`config.mk`:
```
export PLATFORM = sky130hd
export DESIGN_NAME = wbm_imem_loader
export DESIGN_NICKNAME = d
export VERILOG_FILES = /design/src/rtl/wbm_imem_loader.sv
export SDC_FILE = /design/constraint.sdc
export NUM_CORES = 1
export LEC_CHECK = 0
export BUFFER_PORTS_ARGS = -buffer_cell sky130_fd_sc_hd__buf_2
export CORE_ASPECT_RATIO = 0.7
export CORE_MARGIN = 4
export CORE_UTILIZATION = 47
export DETAILED_ROUTE_END_ITERATION = 10
export GPL_TIMING_DRIVEN = 0
export PLACE_DENSITY_LB_ADDON = 0.3
export SETUP_SLACK_MARGIN = 0.3
export SLEW_MARGIN = 20
export SYNTH_ARGS = -nofsm -noshare
export SYNTH_HDL_FRONTEND = slang
export SYNTH_SLANG_ARGS = --single-unit
```
`constraint.sdc`:
```
create_clock -name wb_clk_i -period 1.7 [get_ports wb_clk_i]
set_input_delay 0.085 -clock wb_clk_i [delete_from_list [all_inputs] [get_ports wb_clk_i]]
set_output_delay 0.085 -clock wb_clk_i [all_outputs]
set_load 0.1 [all_outputs]
```
`src/rtl/wbm_imem_loader.sv`:
```
// Wishbone classic initiator that streams program words into instruction SRAM.
// Words arrive on a valid/ready stream and are written to consecutive word
// addresses starting at BASE_ADDR. Each bus cycle is bounded by TIMEOUT strobe
// cycles without an acknowledge; on expiry the loader parks in an error state.
//
// Build option: define VERIFY_EN to read back every written word and compare it
// with the word just written. A mismatch is reported through err_o.

module wbm_imem_loader #(
  parameter logic [31:0] BASE_ADDR = 32'h3000_0000,
  parameter int unsigned DEPTH     = 256,
  parameter int unsigned TIMEOUT   = 15
) (
  input  logic        wb_clk_i,
  input  logic        wb_rst_ni,
  // Control
  input  logic        start_i,
  input  logic        abort_i,
  // Word stream
  input  logic        word_valid_i,
  input  logic [31:0] word_data_i,
  output logic        word_ready_o,
  // Status
  output logic        busy_o,
  output logic        done_o,
  output logic        err_o,
  // Wishbone initiator
  output logic        wbm_cyc_o,
  output logic        wbm_stb_o,
  output logic        wbm_we_o,
  output logic [3:0]  wbm_sel_o,
  output logic [31:0] wbm_adr_o,
  output logic [31:0] wbm_dat_o,
  input  logic [31:0] wbm_dat_i,
  input  logic        wbm_ack_i
);

  localparam int unsigned IdxW = $clog2(DEPTH + 1);
  localparam int unsigned TmoW = $clog2(TIMEOUT + 1);

`ifdef VERIFY_EN
  typedef enum logic [2:0] {StIdle, StFetch, StWrite, StVerify, StDone, StErr} state_e;
`else
  typedef enum logic [2:0] {StIdle, StFetch, StWrite, StDone, StErr} state_e;
`endif

  state_e            state_q, state_d;
  logic [IdxW-1:0]   index_q, index_d;
  logic [31:0]       word_q, word_d;
  logic [31:0]       adr_q, adr_d;
  logic [TmoW-1:0]   tmo_q, tmo_d;
  logic              abort_q, abort_d;

  logic [IdxW-1:0]   idx_inc;
  logic              last_word;
  logic              stop_req;
  logic              tmo_expired;
  state_e            adv_state;

  assign idx_inc     = index_q + IdxW'(1);
  assign last_word   = (idx_inc == IdxW'(DEPTH));
  // An abort seen at any point of the bus cycle is honoured once the word lands.
  assign stop_req    = abort_i | abort_q;
  assign tmo_expired = (tmo_q == TmoW'(TIMEOUT - 1));
  // Where to go once the current word is committed.
  assign adv_state   = last_word ? StDone : (stop_req ? StIdle : StFetch);

`ifndef VERIFY_EN
  // Read data has no consumer without read-back checking.
  logic unused_rd_data;
  assign unused_rd_data = ^wbm_dat_i;
`endif

  // State register; reset drops the bus cycle immediately.
  always_ff @(posedge wb_clk_i or negedge wb_rst_ni) begin
    if (!wb_rst_ni) begin
      state_q <= StIdle;
    end else begin
      state_q <= state_d;
    end
  end

  // Datapath registers: word index, latched word/address, timeout, abort request.
  always_ff @(posedge wb_clk_i or negedge wb_rst_ni) begin
    if (!wb_rst_ni) begin
      index_q <= '0;
      word_q  <= '0;
      adr_q   <= '0;
      tmo_q   <= '0;
      abort_q <= 1'b0;
    end else begin
      index_q <= index_d;
      word_q  <= word_d;
      adr_q   <= adr_d;
      tmo_q   <= tmo_d;
      abort_q <= abort_d;
    end
  end

  // Next-state and datapath update.
  always_comb begin
    state_d = state_q;
    index_d = index_q;
    word_d  = word_q;
    adr_d   = adr_q;
    tmo_d   = tmo_q;
    abort_d = abort_q;

    unique case (state_q)
      StIdle: begin
        if (start_i) begin
          state_d = StFetch;
          index_d = '0;
        end
      end

      StFetch: begin
        abort_d = 1'b0;
        if (word_valid_i) begin
          word_d  = word_data_i;
          adr_d   = BASE_ADDR + (32'(index_q) << 2);
          tmo_d   = '0;
          state_d = StWrite;
        end else if (abort_i) begin
          state_d = StIdle;
        end
      end

      StWrite: begin
        if (abort_i) begin
          abort_d = 1'b1;
        end
        if (wbm_ack_i) begin
          tmo_d = '0;
`ifdef VERIFY_EN
          state_d = StVerify;
`else
          index_d = idx_inc;
          state_d = adv_state;
`endif
        end else if (tmo_expired) begin
          state_d = StErr;
        end else begin
          tmo_d = tmo_q + TmoW'(1);
        end
      end

`ifdef VERIFY_EN
      StVerify: begin
        if (abort_i) begin
          abort_d = 1'b1;
        end
        if (wbm_ack_i) begin
          tmo_d = '0;
          if (wbm_dat_i != word_q) begin
            state_d = StErr;
          end else begin
            index_d = idx_inc;
            state_d = adv_state;
          end
        end else if (tmo_expired) begin
          state_d = StErr;
        end else begin
          tmo_d = tmo_q + TmoW'(1);
        end
      end
`endif

      StDone: begin
        if (start_i) begin
          state_d = StFetch;
          index_d = '0;
        end else begin
          state_d = StIdle;
        end
      end

      StErr: begin
        if (start_i) begin
          state_d = StFetch;
          index_d = '0;
        end
      end

      default: state_d = StIdle;
    endcase
  end

  // Outputs decoded from the current state; bus fields are zero outside a cycle.
  always_comb begin
    word_ready_o = 1'b0;
    busy_o       = 1'b0;
    done_o       = 1'b0;
    err_o        = 1'b0;
    wbm_cyc_o    = 1'b0;
    wbm_stb_o    = 1'b0;
    wbm_we_o     = 1'b0;
    wbm_sel_o    = 4'h0;
    wbm_adr_o    = 32'h0;
    wbm_dat_o    = 32'h0;

    unique case (state_q)
      StIdle: ;
      StFetch: begin
        word_ready_o = 1'b1;
        busy_o       = 1'b1;
      end
      StWrite: begin
        busy_o    = 1'b1;
        wbm_cyc_o = 1'b1;
        wbm_stb_o = 1'b1;
        wbm_we_o  = 1'b1;
        wbm_sel_o = 4'hF;
        wbm_adr_o = adr_q;
        wbm_dat_o = word_q;
      end
`ifdef VERIFY_EN
      StVerify: begin
        busy_o    = 1'b1;
        wbm_cyc_o = 1'b1;
        wbm_stb_o = 1'b1;
        wbm_sel_o = 4'hF;
        wbm_adr_o = adr_q;
      end
`endif
      StDone: begin
        busy_o = 1'b1;
        done_o = 1'b1;
      end
      StErr: begin
        err_o = 1'b1;
      end
      default: ;
    endcase
  end

endmodule

```
==> results of run 1 <==
per-layer routing:
metal	up-vias	global-route usage	share of wire
met5	-	0	0.00071
met4	2	0.185	0.098
met3	178	0.0982	0.12
met2	476	0.647	0.45
met1	1943	0.444	0.33
li1	1538	-	-
power groups by stage:
stage                     combinational [mW]  clock (mW)  sequential, mW
after floorplan                         3.77           0            2.05
after global placement                  4.32           0            2.09
after detailed placement                4.38           0            2.11
after CTS                               6.27        1.66            2.08
after global routing                    7.38        1.81            2.26
final                                   7.23        1.77            2.25
kinds of logic (layout without fill, tap and decap cells):
group	Yosys count	count (layout)
AND/OR/NAND/NOR	217	218
flip-flops	59	59
buffers and inverters	50	230
AO/OA/AOI/OAI	33	33
multiplexers	5	5
adder cells (fa/ha/maj)	3	3
other	1	22
what timing repair did:
action	CTS	global route
pin swaps	19	17
buffers inserted	22	9
endpoints found under the setup margin	104	112
resized for setup	273	44
gates cloned	8	2
hold buffers	33	0
endpoints found under the hold margin	91	0
worst max-delay path, delay by kind of cell (launching register included):
family	cells	cell delay [ps]
AND/OR/NAND/NOR	2	610
buffers and inverters	4	560
flip-flops	1	400
registers in the layout (all words and copies together), names as in the netlist:
register	cells
word_q	32
adr_q	10
index_q	9
tmo_q	4
state_q	3
abort_q	1
path summary, 6_finish.rpt:
kind,end,slack [ps],cells past startpoint,start
worst min-delay path,abort_q$_DFFE_PN0P_,90,3,abort_i
min in group asynchronous,word_q[22]$_DFFE_PN0P_,350,2,wb_rst_ni
max in group asynchronous,index_q[0]$_DFFE_PN0P_,800,2,wb_rst_ni
worst min register to register,word_q[6]$_DFFE_PN0P_,500,2,word_q[6]$_DFFE_PN0P_
worst max-delay path,wbm_adr_o[3],-330,6,state_q[1]$_DFFE_PN0P_
worst max register to register,tmo_q[1]$_DFFE_PN0P_,-60,7,state_q[0]$_DFFE_PN0P_
cell usage after synthesis (all sizes together), types with 2 or more instances:
library cell / count
a211o: 2
a21oi: 6
and2: 45
and3: 2
and4bb: 2
buf: 43
clkbuf: 3
dfrtp: 59
ha: 3
inv: 4
mux2i: 5
nand2: 131
nand2b: 2
nand3: 9
nand4: 2
nor2: 11
nor3b: 2
o21ai: 12
o22a: 2
o22ai: 3
or2: 3
layout by cell type, fill, tap and decap left out, types with 2 or more instances in the layout:
cell | Yosys | final
nand2_1 | 130 | 118
dfrtp_1 | 59 | 57
buf_12 | 0 | 56
and2_4 | 1 | 45
buf_4 | 31 | 45
buf_2 | 11 | 38
dlygate4sd3_1 | 0 | 33
buf_6 | 1 | 22
conb_1 | 1 | 21
nand2_2 | 1 | 12
clkbuf_8 | 0 | 12
buf_8 | 0 | 9
o21ai_1 | 1 | 7
nand3_1 | 9 | 7
mux2i_1 | 5 | 5
a21oi_2 | 0 | 5
nor2_4 | 1 | 4
nor2_1 | 10 | 4
clkbuf_16 | 0 | 3
inv_1 | 3 | 3
o22ai_1 | 3 | 3
nor2_2 | 0 | 3
o21ai_0 | 10 | 3
bufinv_16 | 0 | 3
buf_16 | 0 | 3
o21ai_2 | 1 | 2
nand3_2 | 0 | 2
and3_1 | 2 | 2
nand4_1 | 2 | 2
a211o_1 | 2 | 2
o22a_1 | 2 | 2
ha_1 | 3 | 2
dfrtp_2 | 0 | 2
stage by stage:
step                utilization  TNS, ps
finish                    0.962   -13850
CTS                       0.932    -9510
detailed placement        0.633    -4730
global placement          0.632    -4950
floorplan                     -   -15640
global route              0.962   -15570
layout make-up:
cell class,instances,area [um^2],area share
multi-input cells,280,1750,0.284
diodes,1,2.50,0.000407
well taps,91,114,0.0185
flip-flops and latches,59,1480,0.240
repair buffers,164,2020,0.328
inverters,4,20.0,0.00325
clock inverters,4,95.1,0.0155
clock buffers,12,165,0.0268
plain buffers,46,508,0.0826
==> run_results.csv, run 1 <==
group,metric,value,unit
synth,synth_compound_area_frac,0.0681,
clock_tree,cts_buffer_depth,2,
global_route,grtUsageTotal,0.379,
route,via_per_inst,6.26,
power_and_ir_drop,pwr-share-seq,0.200,
sta,hold_viol,0,
route,drtPass1Iterations,6,
global_route,grt_overflow_total,0,
sta,period_needed,2030,ps
placed_design,place_ws,-170,ps
power_and_ir_drop,pwr-share-clk,0.157,
floorplanning,rows,24,
route,vias,4137,
synth,synthSimpleGateAreaFrac,0.338,
floorplanning,pin_count,145,
global_route,grt_antenna_before_repair,2,
critical_path,cp.required,1620,ps
placed_design,placement.io_buffers,91,
synth,yosysTopAreaCell,"dfrtp_1",
synth,synthAdderAreaFrac,0.0117,
placed_design,hpwl,5.69,mm
power_and_ir_drop,sw_frac_of_total,0.486,
global_route,grt_pass1_wl,23.5,mm
power_and_ir_drop,p_int,5.78,mW
critical_path,cp_cell_sequence,"or3b_4, clkinv_4, buf_12, clkbuf_16, and2_4, buf_12",
sta,fin_ws,-332,ps
route,drt_iter0_markers,752,
clock_tree,clk_pin_slew,70,ps
clock_tree,clk-insertion-delay-late,360,ps
placed_design,dp_cells,570,
finish,num-fill-cells,129,
clock_tree,root_buffer,"clkbuf_8",
synth,yosys_warnings,0,
route,wire_per_inst,27.8,um
floorplanning,coreArea,6400,um^2
run_status,violations,"setup timing",
synth,syn_avg_cell_area,8.68,um^2
sta,post-route-period-util,1.20,
global_route,grt_max_degree,60,
power_and_ir_drop,totalPowerFinal,11.3,mW
sta,relSlewSlack,0.488,
critical_path,cpMaxStageDelayCell,"or3b_4",
synth,synth_xor_xnor_area_share,0,
power_and_ir_drop,p_per_area,1830,nW/um^2
route,drt-total-wl,18.4,mm
critical_path,crit_type,"flop to primary output",
synth,synth-seq-area-share,0.462,
clock_tree,numCtsBuffers,9,
synth,synth_top_cell_area_share,0.462,
critical_path,slowest_delay,440,ps
floorplanning,dieWidth,107,um
clock_tree,htreeDepth,3,
sta,rsz0062_at_grt,"yes",
synth,synth_cell_types,49,
sta,max_freq,0.492,GHz
power_and_ir_drop,p_switching,5.47,mW
critical_path,cp_common_cell,"buf_12",
placed_design,postPlaceCellArea,4050,um^2
power_and_ir_drop,irDropWorstVdd,1.28,mV
global_route,grt_pass1_vias,4026,
finish,syn_to_final_growth,92.5,%
synth,synth_edf_count,0,
synth,synth_top_family_by_area,"simple AND/OR/NAND/NOR gates",
floorplanning,die_y,77.0,um
placed_design,place_congestion,0.820,
synth,syn_inst,368,
synth,synth_flop_cell,"dfrtp_1",
clock_tree,cts_tree,"yes",
run_status,status,"finished, violations left",
floorplanning,fp.dieArea,8200,um^2
synth,async_reset_ff_frac,1.00,
run,maxCapViolations,0,
worst_hold_path,min_path_type,"input port to flop",
power_and_ir_drop,combPwrFrac,0.643,
finish,final_area,6150,um^2
route,ant_nets,0,
route,drc,0,
clock_tree,cts_num_sinks,59,
synth,syn_area,3200,um^2
synth,synthMuxAreaShare,0.0157,
sta,clock_skew,8.14,ps
critical_path,cp.arrival,1950,ps
critical_path,worstPathMaxFanout,7,
sta,report.final.slew_viol_count,0,
sta,worstMarginPinSlew,767,ps
critical_path,startpoint_type,"flop",
synth,synthTopCellsByArea,"dfrtp_1, nand2_1, and2_1",
finish,nets,637,
sta,setup_viol,58,
power_and_ir_drop,p_leak,3.02,nW
finish,final_cell_count_no_fill,661,
sta,holdWs,89.3,ps
synth,ys_ff_latch,59,
critical_path,cp-end-kind,"primary output",
floorplanning,initial_utilization,0.500,
finish,drive_gt1_frac,0.504,
Note: power is estimated with default switching activity, not from simulation.
==> run 2, diff against run 1 <==
- CORE_UTILIZATION: 47 -> 43
- clock period: 1.7 -> 1.8 ns (I/O delays scaled with it)
==> run_results.csv, run 2 (same netlist as run 1, synthesis figures left out) <==
group,metric,value,unit
power_and_ir_drop,irDropWorstVdd,1.13,mV
critical_path,startpoint_type,"flop",
run_status,status,"finished, violations left",
finish,nets,638,
worst_hold_path,min_path_type,"input port to flop",
run,maxCapViolations,0,
critical_path,cp.arrival,1880,ps
clock_tree,clk_pin_slew,70,ps
placed_design,postPlaceCellArea,4010,um^2
route,ant_nets,0,
run_status,violations,"setup timing",
clock_tree,htreeDepth,3,
sta,period_needed,1970,ps
sta,relSlewSlack,0.491,
route,drc,0,
finish,fin_util,0.867,
finish,largest_reg_flops,32,
power_and_ir_drop,p_per_area,1590,nW/um^2
global_route,grt_pass1_wl,17.7,mm
clock_tree,cts_tree,"yes",
floorplanning,coreArea,6980,um^2
power_and_ir_drop,totalPowerFinal,9.63,mW
route,via_per_inst,5.63,
global_route,grtUsageTotal,0.255,
finish,drive_gt1_frac,0.476,
power_and_ir_drop,p_leak,3.00,nW
clock_tree,root_buffer,"clkbuf_8",
global_route,grt_max_degree,60,
finish,layout_common_cells,"nand2_1, dfrtp_1, buf_12",
sta,rsz0062_at_grt,"yes",
global_route,grt_antenna_before_repair,0,
sta,max_freq,0.507,GHz
finish,final_area,6050,um^2
critical_path,cp-end-kind,"primary output",
placed_design,placement.io_buffers,91,
route,wire_per_inst,22.3,um
placed_design,place_ws,-97.6,ps
finish,final_cell_count_no_fill,665,
finish,final_common_cell,"nand2_1",
clock_tree,cts_buffer_depth,2,
power_and_ir_drop,pwr-share-seq,0.216,
finish,register_area,1480,um^2
finish,regMostFlops,"word_q",
floorplanning,die_y,80.1,um
placed_design,dp_cells,573,
global_route,grt_pass1_vias,3374,
critical_path,crit_type,"flop to primary output",
route,drtPass1Iterations,6,
power_and_ir_drop,p_int,4.89,mW
floorplanning,pin_count,145,
clock_tree,numCtsBuffers,9,
sta,holdWs,60.9,ps
power_and_ir_drop,pwr-share-clk,0.110,
critical_path,cp.required,1710,ps
sta,finalSetupTns,-5910,ps
route,drt_iter0_markers,437,
sta,fin_ws,-172,ps
sta,report.final.slew_viol_count,0,
power_and_ir_drop,sw_frac_of_total,0.492,
global_route,grt_overflow_total,0,
critical_path,worstPathMaxFanout,6,
floorplanning,initial_utilization,0.458,
route,vias,3747,
placed_design,place_congestion,0.858,
power_and_ir_drop,p_switching,4.74,mW
floorplanning,fp.dieArea,8900,um^2
sta,clock_skew,5.48,ps
route,drt-total-wl,14.9,mm
sta,worstMarginPinSlew,763,ps
floorplanning,rows,25,
placed_design,hpwl,5.71,mm
sta,post-route-period-util,1.10,
floorplanning,dieWidth,111,um
clock_tree,clk-insertion-delay-late,360,ps
clock_tree,cts_num_sinks,59,
finish,multi_input_area,1710,um^2
finish,num-fill-cells,274,
power_and_ir_drop,combPwrFrac,0.674,
sta,setup_viol,48,
sta,hold_viol,0,
finish,biggestRegsByFlops,"word_q x32, adr_q x10, index_q x9",
finish,syn_to_final_growth,89.3,%
-- run 2: worst paths after layout --
| check | from | endpoint | slack, ps | depth (start not counted) |
|---|---|---|---|---|
| min in group asynchronous | wb_rst_ni | word_q[4]$_DFFE_PN0P_ | 360 | 2 |
| max | state_q[2]$_DFFE_PN0P_ | wbm_dat_o[30] | -170 | 6 |
| min | abort_i | abort_q$_DFFE_PN0P_ | 60 | 3 |
| min reg2reg | word_q[17]$_DFFE_PN0P_ | word_q[17]$_DFFE_PN0P_ | 490 | 2 |
| max in group asynchronous | wb_rst_ni | index_q[0]$_DFFE_PN0P_ | 890 | 2 |
| max reg2reg | state_q[2]$_DFFE_PN0P_ | adr_q[6]$_DFFE_PN0P_ | 160 | 8 |
-- run 2: worst max-delay path: stages (launching register included) --
cell and delay (ps):
dfrtp_1 380, or3b_4 420, clkinv_4 90, buf_12 130, clkbuf_8 150, and2_4 170, buf_12 170
-- run 2: layout make-up --
| class | instances | share of cell area |
|---|---|---|
| clock inverters | 3 | 0.00248 |
| inverters | 4 | 0.00331 |
| multi-input cells | 280 | 0.282 |
| clock buffers | 12 | 0.0240 |
| flip-flops and latches | 59 | 0.244 |
| repair buffers | 165 | 0.344 |
| plain buffers | 46 | 0.0794 |
| well taps | 94 | 0.0194 |
| diodes | 2 | 0.000827 |
-- run 2: repair_timing --
item                                    CTS  global route
setup buffers                            20            11
endpoints found under the setup margin   65           110
pin swaps                                15            12
cloned                                    5             6
resized for setup                       240            58
hold endpoints to repair                 91             0
hold buffers                             33             0
-- run 2: power by group through the flow --
stage               Clock (mW)  Sequential (mW)  Combinational [mW]
detailed placement           0             2.00                4.06
CTS                       1.05             1.97                5.58
floorplan                    0             1.94                3.48
global placement             0             1.97                4.01
finish                    1.06             2.08                6.48
global route              1.13             2.10                6.69
-- run 2: metal layers --
metal  global-route usage  part of all wire  vias to the layer above
met2                0.458              0.49                      290
met3               0.0708             0.090                       96
met4               0.0911             0.060                        0
met5                    0                 0                        -
met1                0.295              0.36                     1831
li1                     -                 -                     1530
==> run 3, diff against run 2 <==
- ABC_CLOCK_PERIOD_IN_PS: not set -> 1800
- CELL_PAD_IN_SITES_DETAIL_PLACEMENT: not set -> 1
- CELL_PAD_IN_SITES_GLOBAL_PLACEMENT: not set -> 1
- CORE_UTILIZATION: 43 -> 30
==> run_results.csv, run 3 (same netlist as run 1, synthesis figures left out) <==
group,metric,value,unit
route,drc,0,
sta,max_freq,0.507,GHz
critical_path,slowest_delay,440,ps
clock_tree,cts_buffer_depth,2,
worst_hold_path,hold_start,"abort_i",
route,highest_layer,"met4",
sta,hold_viol,0,
finish,largest_reg_flops,32,
run_status,violations,"setup timing",
floorplanning,dieWidth,131,um
sta,period_needed,1970,ps
finish,biggestRegsByFlops,"word_q x32, adr_q x10, index_q x9",
critical_path,crit_type,"flop to primary output",
worst_hold_path,min_path_type,"input port to flop",
critical_path,cp_cell_sequence,"or3b_4, inv_6, buf_12, clkbuf_16, and2_4, buf_12",
route,drtPass1Iterations,4,
critical_path,reg2reg_from,"state_q[0]$_DFFE_PN0P_",
critical_path,cp.arrival,1880,ps
finish,layout_common_cells,"nand2_1, dfrtp_1, buf_12",
sta,rsz0062_at_grt,"yes",
run_status,status,"finished, violations left",
clock_tree,cts_tree,"yes",
global_route,grt_max_degree,54,
floorplanning,coreArea,10400,um^2
route,wl_met1,5.51,mm
run,maxCapViolations,0,
global_route,grtUsageTotal,0.202,
sta,fin_ws,-173,ps
floorplanning,initial_utilization,0.309,
critical_path,cpMaxStageDelayCell,"or3b_4",
placed_design,dp_cells,612,
floorplanning,fp.dieArea,12400,um^2
critical_path,startpoint_type,"flop",
route,via_per_inst,4.78,
route,drt_iter0_markers,159,
finish,final_common_cell,"nand2_1",
finish,regMostFlops,"word_q",
finish,nets,637,
finish,drive_gt1_frac,0.496,
critical_path,cp_common_cell,"buf_12",
clock_tree,clk_pin_slew,50,ps
global_route,grt_pass1_wl,19.8,mm
sta,post-route-period-util,1.10,
finish,syn_to_final_growth,95.5,%
critical_path,cp-end-kind,"primary output",
power_and_ir_drop,irDropWorstVdd,0.599,mV
clock_tree,htreeDepth,3,
floorplanning,pin_count,145,
critical_path,worstPathMaxFanout,6,
finish,num-fill-cells,1082,
route,drt-total-wl,13.7,mm
clock_tree,root_buffer,"clkbuf_16",
route,ant_nets,0,
sta,report.final.slew_viol_count,0,
sta,setup_viol,48,
finish,final_cell_count_no_fill,700,
placed_design,place_congestion,0.806,
clock_tree,clk-insertion-delay-late,330,ps
route,routed-wl-met3,654,um
global_route,grt_pass1_vias,3612,
sta,clock_skew,4.18,ps
power_and_ir_drop,p_per_area,1600,nW/um^2
power_and_ir_drop,p_leak,3.04,nW
sta,finalSetupTns,-6270,ps
critical_path,cp-startpoint,"state_q[0]$_DFFE_PN0P_",
critical_path,cp.required,1710,ps
placed_design,place_ws,-108,ps
route,vias,3345,
floorplanning,die_y,94.4,um
placed_design,placement.io_buffers,91,
route,wire_per_inst,19.6,um
finish,antennaDiodeCount,0,
global_route,grt_overflow_total,0,
global_route,grt_antenna_before_repair,0,
clock_tree,numCtsBuffers,9,
placed_design,hpwl,6.65,mm
floorplanning,rows,31,
route,routed-wl-met2,7.23,mm
clock_tree,cts_num_sinks,59,
[run 3: cell count changes in the layout (fill, tap and decap cells not counted), sizes merged]
cell	change
diode	-2
inv	+1
buf	-1
clkinv	-1
[run 3: final cells by class]
type / count / area [um^2] / share of cell area
repair buffers: 164 / 2070 / 0.332
multi-input cells: 280 / 1760 / 0.281
flip-flops and latches: 59 / 1480 / 0.237
plain buffers: 46 / 493 / 0.0789
clock buffers: 12 / 246 / 0.0395
well taps: 132 / 165 / 0.0264
inverters: 4 / 20.0 / 0.00321
clock inverters: 3 / 15.0 / 0.00240
[run 3: worst paths after layout]
path	endpoint	slack, ps	cells after the start
setup / recovery	wbm_dat_o[26]	-170	6
min in group asynchronous	word_q[1]$_DFFE_PN0P_	140	2
setup reg to reg	word_q[6]$_DFFE_PN0P_	120	9
hold / removal	abort_q$_DFFE_PN0P_	30	3
max in group asynchronous	index_q[0]$_DFFE_PN0P_	1150	3
hold reg to reg	word_q[0]$_DFFE_PN0P_	480	2
[run 3: what timing repair did]
item	in CTS	in global routing
hold buffers	33	0
setup endpoints to repair	101	111
resized for setup	250	65
setup buffers	18	12
pin swaps	18	19
hold endpoints to repair	91	0
gates cloned	5	5
[run 3: routing by layer]
metal  track usage  vias to the layer above
li1              -                     1530
met5             0                        -
met2         0.365                      103
met1         0.238                     1684
met3        0.0564                       28
met4        0.0586                        0
[run 3: worst max-delay path: cells and delay by family (launching register included)]
| kind | cells | cell delay, ps |
|---|---|---|
| buf+inv | 4 | 550 |
| flops | 1 | 390 |
| simple gates | 2 | 600 |
[run 3: stage by stage]
step                      hold WS, ps  utilization  instance area, um^2  power, mW
final                            29.4        0.603                 6250       9.99
after global routing             47.4        0.603                 6250       10.4
after CTS                        30.0        0.562                 5820       9.15
after detailed placement        -66.7        0.394                 4080       6.15
after global placement            285        0.391                 4050       6.04
after floorplan                  -206            -                 3430       5.42
[run 3: power by group]
part           internal [mW]  total, mW  switching [mW]
registers               1.74       2.05           0.309
logic                   2.64       6.40            3.76
clock network          0.953       1.54           0.590
